$ cat config.mk
export PLATFORM = sky130hd
export DESIGN_NAME = router_1xn
export DESIGN_NICKNAME = d
export VERILOG_FILES = /design/src/rtl/router_1xn.sv
export SDC_FILE = /design/constraint.sdc
export NUM_CORES = 1
export LEC_CHECK = 0
export BUFFER_PORTS_ARGS = -buffer_cell sky130_fd_sc_hd__buf_2
export CORE_ASPECT_RATIO = 0.8
export CORE_UTILIZATION = 30
export DETAILED_ROUTE_END_ITERATION = 10
export PLACE_DENSITY = 0.46
export SYNTH_ARGS = -nofsm -noshare
export SYNTH_HDL_FRONTEND = slang
export SYNTH_SLANG_ARGS = --single-unit
$ cat constraint.sdc
create_clock -name clk -period 4.4 [get_ports clk]
set_input_delay 0.66 -clock clk [delete_from_list [all_inputs] [get_ports clk]]
set_output_delay 0.66 -clock clk [all_outputs]
set_load 0.02 [all_outputs]
$ cat src/rtl/router_1xn.sv
// 1-to-N byte-serial packet router: header {len,dest}, payload, parity word.
// Per-port FIFOs with parity/length/destination error reporting and read-timeout flush.
module router_1xn #(
  parameter int DW      = 8,
  parameter int N       = 3,
  parameter int DEST_W  = 2,
  parameter int DEPTH   = 16,
  parameter int TIMEOUT = 30
) (
  input  logic            clk,
  input  logic            resetn,
  input  logic            pkt_valid,
  input  logic [DW-1:0]   data_in,
  output logic            busy,
  output logic            err,
  output logic [1:0]      err_cause,
  input  logic [N-1:0]    read_enb,
  output logic [N-1:0]    vld_out,
  output logic [N*DW-1:0] data_out
);

  localparam int LW = DW - DEST_W;
  localparam int AW = $clog2(DEPTH);
  localparam int PW = AW + 1;
  localparam int TW = $clog2(TIMEOUT + 1);
  localparam logic [DEST_W:0] NL   = (DEST_W + 1)'(N);
  localparam logic [LW-1:0]   CMAX = '1;

  typedef enum logic [2:0] {IDLE, WAIT_EMPTY, LOAD, CHECK, DROP} state_t;

  state_t              state;
  logic [DEST_W-1:0]   dest_q;
  logic [LW-1:0]       len_q;
  logic [LW-1:0]       cnt;
  logic [DW-1:0]       par_q;
  logic [DW-1:0]       hdr_q;
  logic                par_bad;

  logic [DW-1:0]       mem    [N][DEPTH];
  logic [PW-1:0]       wr_ptr [N];
  logic [PW-1:0]       rd_ptr [N];
  logic [TW-1:0]       timer  [N];
  logic [DW-1:0]       dout   [N];

  logic [N-1:0]        empty, full, pop, flush, push;
  logic [DEST_W-1:0]   dest_sel;
  logic                in_range, sel_empty, sel_full, sel_flush;
  logic                accept, push_en;
  logic [DW-1:0]       push_data;

  always_comb begin
    dest_sel  = (state == IDLE) ? data_in[DEST_W-1:0] : dest_q;
    in_range  = ({1'b0, dest_sel} < NL);
    sel_empty = 1'b0;
    sel_full  = 1'b0;
    sel_flush = 1'b0;
    for (int unsigned k = 0; k < N; k++) begin
      empty[k] = (wr_ptr[k] == rd_ptr[k]);
      full[k]  = (wr_ptr[k][AW] != rd_ptr[k][AW]) && (wr_ptr[k][AW-1:0] == rd_ptr[k][AW-1:0]);
      pop[k]   = read_enb[k] & ~empty[k];
      flush[k] = ~empty[k] & ~read_enb[k] & (timer[k] == TW'(TIMEOUT - 1));
      if (dest_sel == DEST_W'(k)) begin
        sel_empty = empty[k];
        sel_full  = full[k];
        sel_flush = flush[k];
      end
    end
  end

  always_comb begin
    busy = 1'b0;
    case (state)
      WAIT_EMPTY: busy = 1'b1;
      LOAD:       busy = sel_full;
      CHECK:      busy = 1'b1;
      default:    busy = 1'b0;
    endcase
    accept = ~busy & (((state == IDLE) & pkt_valid) | (state == LOAD) | (state == DROP));
    case (state)
      IDLE:       push_en = accept & in_range & sel_empty;
      WAIT_EMPTY: push_en = sel_empty;
      LOAD:       push_en = accept & ~sel_flush;
      default:    push_en = 1'b0;
    endcase
    push_data = (state == WAIT_EMPTY) ? hdr_q : data_in;
    for (int unsigned k = 0; k < N; k++)
      push[k] = push_en & (dest_sel == DEST_W'(k));
  end

  always_ff @(posedge clk or negedge resetn) begin
    if (!resetn) begin
      state     <= IDLE;
      dest_q    <= '0;
      len_q     <= '0;
      cnt       <= '0;
      par_q     <= '0;
      hdr_q     <= '0;
      par_bad   <= 1'b0;
      err       <= 1'b0;
      err_cause <= '0;
    end else begin
      err <= 1'b0;
      case (state)
        IDLE: if (accept) begin
          hdr_q  <= data_in;
          len_q  <= data_in[DW-1:DEST_W];
          dest_q <= data_in[DEST_W-1:0];
          cnt    <= '0;
          par_q  <= data_in;
          if (!in_range) begin
            err       <= 1'b1;
            err_cause <= 2'b11;
            state     <= DROP;
          end else if (sel_empty) begin
            state <= LOAD;
          end else begin
            state <= WAIT_EMPTY;
          end
        end
        // A flush here only empties the previous packet; the held packet then loads.
        WAIT_EMPTY: if (sel_empty) state <= LOAD;
        LOAD: begin
          if (sel_flush) begin
            state <= (accept & ~pkt_valid) ? IDLE : DROP;
          end else if (accept) begin
            if (pkt_valid) begin
              cnt   <= (cnt == CMAX) ? cnt : cnt + 1'b1;
              par_q <= par_q ^ data_in;
            end else begin
              par_bad <= (par_q != data_in);
              state   <= CHECK;
            end
          end
        end
        CHECK: begin
          state <= IDLE;
          if (!sel_flush) begin
            if (par_bad) begin
              err       <= 1'b1;
              err_cause <= 2'b01;
            end else if (cnt != len_q) begin
              err       <= 1'b1;
              err_cause <= 2'b10;
            end
          end
        end
        DROP: if (accept & ~pkt_valid) state <= IDLE;
        default: state <= IDLE;
      endcase
    end
  end

  always_ff @(posedge clk or negedge resetn) begin
    if (!resetn) begin
      for (int unsigned k = 0; k < N; k++) begin
        wr_ptr[k] <= '0;
        rd_ptr[k] <= '0;
        timer[k]  <= '0;
        dout[k]   <= '0;
      end
    end else begin
      for (int unsigned k = 0; k < N; k++) begin
        if (flush[k]) begin
          wr_ptr[k] <= '0;
          rd_ptr[k] <= '0;
          timer[k]  <= '0;
          dout[k]   <= '0;
        end else begin
          if (push[k]) wr_ptr[k] <= wr_ptr[k] + 1'b1;
          if (pop[k]) begin
            rd_ptr[k] <= rd_ptr[k] + 1'b1;
            dout[k]   <= mem[k][rd_ptr[k][AW-1:0]];
          end
          timer[k] <= (empty[k] | read_enb[k]) ? '0 : timer[k] + 1'b1;
        end
      end
    end
  end

  always_ff @(posedge clk) begin
    for (int unsigned k = 0; k < N; k++)
      if (push[k]) mem[k][wr_ptr[k][AW-1:0]] <= push_data;
  end

  always_comb begin
    data_out = '0;
    for (int unsigned k = 0; k < N; k++) begin
      vld_out[k]            = ~empty[k];
      data_out[k*DW +: DW]  = dout[k];
    end
  end

endmodule

==> results of run 1 <==
==> worst max-delay path by stage <==
stage	from	to	slack, ns	depth (start not counted)
2_1_floorplan	state[1]	mem[0][100]	0.80	9
6_report	rd_ptr[8]	busy	0.41	6
4_1_cts	rd_ptr[8]	busy	0.36	6
3_3_place_gp	state[1]	mem[0][255]	0.76	8
3_5_place_dp	rd_ptr[8]	mem[0][255]	0.67	8
5_1_grt	rd_ptr[8]	busy	0.15	6
==> routing by layer <==
layer	vias to the layer above	part of all wire, %	wire length [um]
li1	4525	-	-
met2	282	43	21400
met3	51	6.1	3030
met5	-	0	0
met1	5440	50	24900
met4	0	1.3	643
==> sequential cells by signal, indices dropped and copies added, names as in the netlist <==
signal and cells:
mem 384, data_out 24, rd_ptr 15, timer 15, wr_ptr 15, par_q 8, cnt 6, len_q 6
state 3, err_cause 2, dest_q 1, err 1, hdr_q 1, par_bad 1
==> stage by stage <==
step / hold WS [ns] / total power [uW] / area, um^2
2_1_floorplan: 0.364 / 9740 / 19900
3_3_place_gp: 0.481 / 11900 / 21300
3_5_place_dp: 0.487 / 11800 / 21300
4_1_cts: 0.0841 / 16300 / 23100
5_1_grt: 0.118 / 16900 / 23100
6_report: 0.0933 / 16100 / 23100
==> critical path: stages, from the launching register on <==
cell,delay [ns]
dfrtp_1,0.58
xor2_1,0.25
nor4_1,0.66
nor4bb_1,0.59
o311ai_1,0.33
nand2_1,0.17
buf_2,0.18
==> cells in the final DEF, fill, tap and decap left out, types with 23 or more instances in the layout <==
| cell | netlist | routed |
|---|---|---|
| a22o_1 | 27 | 27 |
| and3_1 | 36 | 36 |
| buf_2 | 4 | 43 |
| buf_4 | 0 | 35 |
| clkbuf_16 | 0 | 52 |
| dfrtp_1 | 98 | 95 |
| edfxtp_1 | 384 | 384 |
| mux2_2 | 23 | 23 |
| mux4_2 | 120 | 120 |
| nand2_1 | 27 | 27 |
| nor2_1 | 44 | 44 |
| xor2_1 | 27 | 27 |
==> power groups by stage <==
stage	combinational (uW)	sequential (uW)	clock, uW
final	5240	6390	4450
after global routing	5680	6460	4740
after CTS	5370	6400	4570
after detailed placement	5360	6490	0
after global placement	5390	6480	0
after floorplan	3290	6450	0
==> synth_stat cells, types with 3 or more instances <==
cell,number
or4_1,5
xor2_1,27
xnor2_1,22
mux4_2,120
nor3_1,4
a22o_1,27
nand3_1,22
nand4_1,16
and4_1,6
or3_1,5
buf_1,11
o21ai_0,19
clkbuf_1,39
mux2_2,23
nand3b_1,3
nor2_1,44
a31oi_1,8
ha_1,22
nand2b_1,8
dfrtp_1,98
buf_2,4
nor4_1,5
o31ai_1,6
a211oi_1,3
a21oi_1,11
a21o_1,8
and3_1,36
a211o_1,3
nor2b_1,7
mux2i_1,9
and2_1,9
inv_1,15
edfxtp_1,384
nand2_1,27
==> logic make-up (layout without fill, tap and decap cells) <==
family          Yosys count  after routing
flops                   482            482
simple gates            202            202
mux                     154            154
compound gates          101            101
buf+inv                  71            192
xor+xnor                 49             49
fa+ha+maj                22             22
==> layout make-up <==
type                    instances  area [um^2]  area share, %
well taps                     860         1080           4.66
repair buffers                 82          558           2.42
clock buffers                  67         1390           6.01
multi-input cells             528         5660           24.5
clock inverters                28          345           1.50
inverters                      15         56.3          0.244
flip-flops and latches        482        14000           60.6
==> summary.txt, run 1 <==
Outcome
  – Outcome: completed

Timing
  – FMAX: about 250 MHz
  – RSZ-0062 raised after global routing: no
  – Setup Skew: 0.0411 ns
  – Post-route setup TNS: 0 ns
  – Final WS setup: a little over 0.4 ns
  – Fin. Hold Viols: 0
  – Tmin final: between 3 and 4 ns
  – Final setup violation count: 0
  – Pins over their slew limit: 0
  – Worst-Margin Slew: 0.879 ns
  – Slew margin rel.: between 40% and 50%
  – Fin crit share: 90.7%

Worst setup path
  – Register-to-register setup slack: 0.72 ns
  – Crit path required time: between 3 and 4 ns
  – Reg2reg start: rd_ptr[8]
  – CP startpoint kind: flop
  – CP Capture Type: output port
  – Critical R2R Capture: mem[0][248]
  – Crit-path max FO: 11
  – WP data arrival: 3.33 ns
  – Reg2reg path depth: 8
  – Critical path type: reg2out

Power
  – Reg power frac: 39.7%
  – Clk pwr share: 27.7%
  – PwrDens: 697 nW/um^2
  – Switching power: about 5400 uW
  – P_leak: 0.00792 uW
  – Pint: 10,700 uW
  – Switching Share: between 30% and 40%
  – Share of power burned in combinational logic: roughly 33%
  – VDD IR max: 321 uV

Cells and area
  – Diodes inserted: 0
  – Share of layout cells above drive strength 1: approximately a quarter
  – Layout net count: around 1,200
  – # fillers: approximately 6,100
  – Synth-to-Final Area Change: 15.8%
  – Post-route insts no fill: 2,062
  – Util after Layout: 35.1%

Detailed routing
  – Routed WL: about 50,000 um
  – DR DRC count: 0
  – Routed len/inst: 24.2 um
  – Initial drt markers: 819
  – Via count: around 10,000
  – DRT Pass-1 Iters: 5
  – Routed Antenna Nets: 0
  – Vias/cell: 4.99

Synthesis
  – Mean Syn Cell Area: 18.4 um^2
  – Top cell type's share of synthesized area: 57.9%
  – Post-synth EDFFs: 384
  – Post-synthesis cell area: 19,900 um^2
  – Largest family of logic cells by synthesized area: multiplexers
  – Primary FF master, synth: edfxtp_1
  – Yosys warnings: 0
  – Compound-Gate Fraction of Synth Area: 3.89%
  – Yosys cell types: 54
  – Top cells by area, synth: edfxtp_1, mux4_2, dfrtp_1, ha_1, mux2_2
  – Post-synthesis simple-gate area fraction: 5.44%
  – Seq/Total Area, Yosys: approximately 70%
  – Xor/xnor cell area share of the yosys netlist: 2.15%
  – Post-synth ARST share: just over 20%
  – Synth area leader: edfxtp_1
  – Adder-Cell Fraction of Synth Area: about 1.4%
  – Multiplexer share of the synthesized area: 15.5%
  – Syn Nets: about 1,100
  – Mapped Cells: 1,081
  – Synthesized flop and latch total: ~480

Clock network
  – TritonCTS clock tree: built
  – Worst-Skew Late Latency: just over 0.6 ns
  – Max Buffers Root-to-Sink: 3
  – Worst-path clk slew: around 0.06 ns
  – H-Tree Depth: 2
  – Hold buffers post-CTS: 0
  – CTS resizes: 0
  – Setup bufs post-CTS: 0
  – Clock sinks: 482
  – Clk Tree Root Cell: clkbuf_16
  – Num CTS Buffers: 51

Global routing
  – First-pass GRT wire length: 74,500 um
  – Vias in the first global route: about 10,000
  – Total track usage: 15.0%
  – Grt met3 use: 3.07%
  – GR Overflow Total: 0
  – Largest net degree at the start of global routing: approximately 50
  – GR Util met1: 22.9%
  – Global routing usage on met2: 21.7%
  – Most used routing layer: met1
  – Initial antenna violation count: 0

Floorplan
  – Initial Util: 30.3%
  – Row count: 84
  – Die Y-Extent: 233 um
  – Die area: 67,500 um^2
  – Ports: 45
  – Core Region: around 66,000 um^2
  – Die Wd: 290 um

Placed design
  – Dpl hpwl: 32,100 um
  – Pre-CTS WS: about 0.67 ns
  – Placed cells: 1,967
  – Routability Congestion: 0.759
  – Port bufs: between 40 and 50

Job
  – MaxCap Viol Count: 0

Hold path
  – HP Class: in2async
(Power assumes the default switching activity.)
==> inputs of run 2 (changes only) <==
--- a/config.mk
+++ b/config.mk
@@ -5,9 +5,11 @@
 export SDC_FILE = /design/constraint.sdc
 export NUM_CORES = 1
 export LEC_CHECK = 0
+export ABC_AREA = 1
 export BUFFER_PORTS_ARGS = -buffer_cell sky130_fd_sc_hd__buf_2
 export CORE_ASPECT_RATIO = 0.8
 export CORE_UTILIZATION = 30
+export CTS_CLUSTER_DIAMETER = 50
 export DETAILED_ROUTE_END_ITERATION = 10
 export PLACE_DENSITY = 0.46
 export SYNTH_ARGS = -nofsm -noshare
==> run 2 against run 1 <==
  * Combinational power rose by 7.3%
  * Non-clock buffer count grew 25
  * Synthesized cell count increased by 66%
  * Final cell count is 37% higher
  * Power is 1.9% higher
  * First-iteration DRC count up 59%
  * Global-route usage grew 1.6 points
  * Register-to-register slack gained 0.02 ns
  * Cell area grew 3.6%
  * Routed wire length up 16%
  * Core utilization rose by 0.16 points
  * Largest cell class unchanged
  * Critical path depth up 6
==> summary.txt, run 2 <==
Detailed routing
  – DR DRC count: 0 (unchanged)
  – Routed WL: 58,100 um (+16%)
  – DRT Pass-1 Iters: 7 (+2)
  – Vias/cell: 4.98 (-0.22%)
  – Via count: 14,000 (+36%)
  – Routed Antenna Nets: 0 (unchanged)
  – Routed len/inst: 20.6 um (-15%)
  – Initial drt markers: 1,305 (+59%)

Timing
  – Final setup violation count: 0 (unchanged)
  – Tmin final: 3.66 ns (-0.334 ns)
  – RSZ-0062 raised after global routing: no
  – Fin. Hold Viols: 0 (unchanged)
  – Setup Skew: 0.0240 ns (-0.0171 ns)
  – Worst-Margin Slew: 1.22 ns (+0.336 ns)
  – Slew margin rel.: 18.7% (-22 points)
  – Fin crit share: 83.1% (-7.6 points)
  – Pins over their slew limit: 0 (unchanged)
  – Post-route setup TNS: 0 ns (unchanged)
  – FMAX: 274 MHz (+9.1%)

Worst setup path
  – Slowest CP cell: nor3_1
  – Crit-path max FO: 21 (+10)
  – Critical path type: reg2reg
  – Critical path startpoint: rd_ptr[12]
  – Stages on worst setup path: 12 (+6)
  – Reg2reg path depth: 12 (+4)
  – Critical R2R Capture: mem[0][89]
  – CP top delay family: simple AND/OR/NAND/NOR gates
  – Register-to-register setup slack: 0.74 ns (+0.02 ns)
  – CP startpoint kind: flop
  – WP buf/inv: 1 (unchanged)
  – Setup crit end: mem[0][89]
  – WP data arrival: 3.87 ns (+0.54 ns)
  – Reg2reg start: rd_ptr[12]
  – CP Cell Sequence: inv_1, nand2_1, nand2_1, nor2_1, nand3_1, nand4_1, nand4_2, nand2_2, nand2_4, nand2_8, nand2_4, nor3_1
  – Crit path required time: 4.61 ns (+0.87 ns)
  – Crit-path max cell delay: 0.87 ns (+0.21 ns)
  – CP Capture Type: flop

Global routing
  – Initial antenna violation count: 1 (+1)
  – Total track usage: 16.6% (+1.6 points)
  – Largest net degree at the start of global routing: 70 (+43%)
  – Vias in the first global route: 13,800 (+32%)
  – First-pass GRT wire length: 88,100 um (+18%)
  – GR Overflow Total: 0 (unchanged)

Placed design
  – Dpl hpwl: 36,600 um (+14%)
  – Routability Congestion: 0.808 (+6.5%)
  – Port bufs: 44 (unchanged)
  – Dpl cell area: 22,200 um^2 (+3.8%)

Synthesis
  – Top cells by area, synth: edfxtp_1, dfrtp_1, nand2_1, a21oi_1, nand3_1
  – Primary FF master, synth: edfxtp_1
  – Yosys warnings: 0 (unchanged)
  – Mean Syn Cell Area: 11.5 um^2 (-38%)
  – Seq/Total Area, Yosys: 67.7% (-2.5 points)
  – Yosys cell types: 42 (-22%)
  – Synth area leader: edfxtp_1
  – Synth top cells by count: nand2_1, edfxtp_1, a21oi_1, dfrtp_1, nand3_1
  – Mapped Cells: 1,798 (+66%)
  – Post-synth ARST share: 20.3% (unchanged)
  – Most common cell in the netlist: nand2_1
  – Synthesized flop and latch total: 482 (unchanged)
  – Top cell type's share of synthesized area: 55.8% (-2.0 points)
  – Syn Nets: 1,834 (+64%)
  – Post-synthesis cell area: 20,700 um^2 (+3.7%)
  – Post-synth EDFFs: 384 (unchanged)

Power
  – Pint: 9970 uW (-6.9%)
  – Share of power burned in combinational logic: 34.3% (+1.7 points)
  – Clk pwr share: 27.5% (-0.2 points)
  – Reg power frac: 38.2% (-1.5 points)
  – Switching power: 6430 uW (+19%)
  – PwrDens: 686 nW/um^2 (-1.6%)
  – Switching Share: 39.2% (+5.7 points)
  – VDD IR max: 370 uV (+15%)
  – P_leak: 0.00896 uW (+13%)

Clock network
  – H-Tree Depth: 2 (unchanged)
  – Setup bufs post-CTS: 0 (unchanged)
  – Hold buffers post-CTS: 0 (unchanged)
  – Num CTS Buffers: 51 (unchanged)
  – Worst-Skew Late Latency: 0.60 ns (about the same)
  – Worst-path clk slew: 0.06 ns (about the same)
  – TritonCTS clock tree: built
  – CTS resizes: 0 (unchanged)
  – Clk Tree Root Cell: clkbuf_16
  – Clock sinks: 482 (unchanged)
  – Max Buffers Root-to-Sink: 3 (unchanged)

Floorplan
  – Die Wd: 295 um (+1.8%)
  – Initial Util: 30.5% (+0.16 points)
  – Row count: 85 (+1.2%)
  – Core Region: 67,700 um^2 (+3.1%)
  – Die Y-Extent: 237 um (+1.8%)
  – Die area: 69,900 um^2 (+3.6%)
  – Ports: 45 (unchanged)

Cells and area
  – Share of layout cells above drive strength 1: 12.2% (-14 points)
  – Layout net count: 1,897 (+59%)
  – Commonest non-fill, non-tap cell in the layout: nand2_1
  – Synth-to-Final Area Change: 15.7% (about the same)
  – Diodes inserted: 0 (unchanged)
  – Largest register FFs: 384 (unchanged)
  – # fillers: 6,763 (+12%)
  – Most frequent cells in the layout: nand2_1, edfxtp_1, a21oi_1, dfrtp_1, nand3_1
  – Design area: 23,900 um^2 (+3.6%)

Job
  – MaxCap Viol Count: 0 (unchanged)

Hold path
  – HP Class: in2async

Outcome
  – Outcome: completed
[run 2: cell count changes after synthesis, sizes merged, moves of 48 or more]
cell	before	now
a21oi	11	206
a22oi	0	48
inv	15	83
mux4	120	0
nand2	27	463
nand3	22	85
nor3	4	57
[run 2: kinds of logic after synthesis]
family,Yosys count,synth area share (%)
AOI/OAI and AO/OA,383,10.9
adders and majority gates,22,1.33
buffers and inverters,184,3.72
and+or+nand+nor,685,14.6
xor gates and xnor gates,42,1.78
DFF,482,67.7
[run 2: worst min-delay path by stage]
stage	startpoint	to	slack (ns)	depth (start not counted)
2_1_floorplan	resetn	cnt[0]	0.36	0
3_3_place_gp	cnt[5]	cnt[5]	0.47	2
3_5_place_dp	data_out[18]	data_out[18]	0.46	2
4_1_cts	resetn	data_out[10]	0.05	1
5_1_grt	resetn	data_out[11]	0.06	1
6_report	resetn	data_out[11]	0.04	1
[run 2: power by group through the flow]
| stage | clock network, uW | logic (uW) | registers (uW) |
|---|---|---|---|
| after floorplan | 0 | 3370 | 6390 |
| after global placement | 0 | 5690 | 6340 |
| after detailed placement | 0 | 5660 | 6350 |
| after CTS | 4610 | 5670 | 6260 |
| after global routing | 4780 | 6180 | 6310 |
| final | 4510 | 5620 | 6260 |
[run 2: final cells by class]
type / count / area [um^2] / share of cell area (%)
flip-flops and latches: 482 / 14000 / 58.5
multi-input cells: 1132 / 6000 / 25.1
clock inverters: 26 / 350 / 1.47
clock buffers: 68 / 1390 / 5.82
inverters: 87 / 329 / 1.38
repair buffers: 107 / 696 / 2.91
well taps: 913 / 1140 / 4.78
[run 2: worst register-to-register path: cells and delay by family (launching register included)]
kind	cells	cell delay, ns
and+or+nand+nor	11	2.36
DFF	1	0.65
buffers and inverters	1	0.27
[run 2: stage by stage]
stage               util (%)  hold slack [ns]  setup slack [ns]  std cells  power [uW]
global route            35.3           0.0621             0.361       2815       17300
CTS                     35.3           0.0460             0.718       2815       16500
global placement        32.7            0.471             0.831       2721       12000
detailed placement      32.7            0.462             0.740       2721       12000
finish                  35.3           0.0391             0.745       2815       16400
floorplan                  -            0.364              1.07       1798        9760
[run 2: routing by layer]
layer	vias to the layer above	track usage [%]	part of all wire, %
met5	-	0	0
met4	0	3.58	1.5
met3	70	2.81	6.5
met2	400	24.3	43
met1	6988	25.6	49
li1	6569	-	-
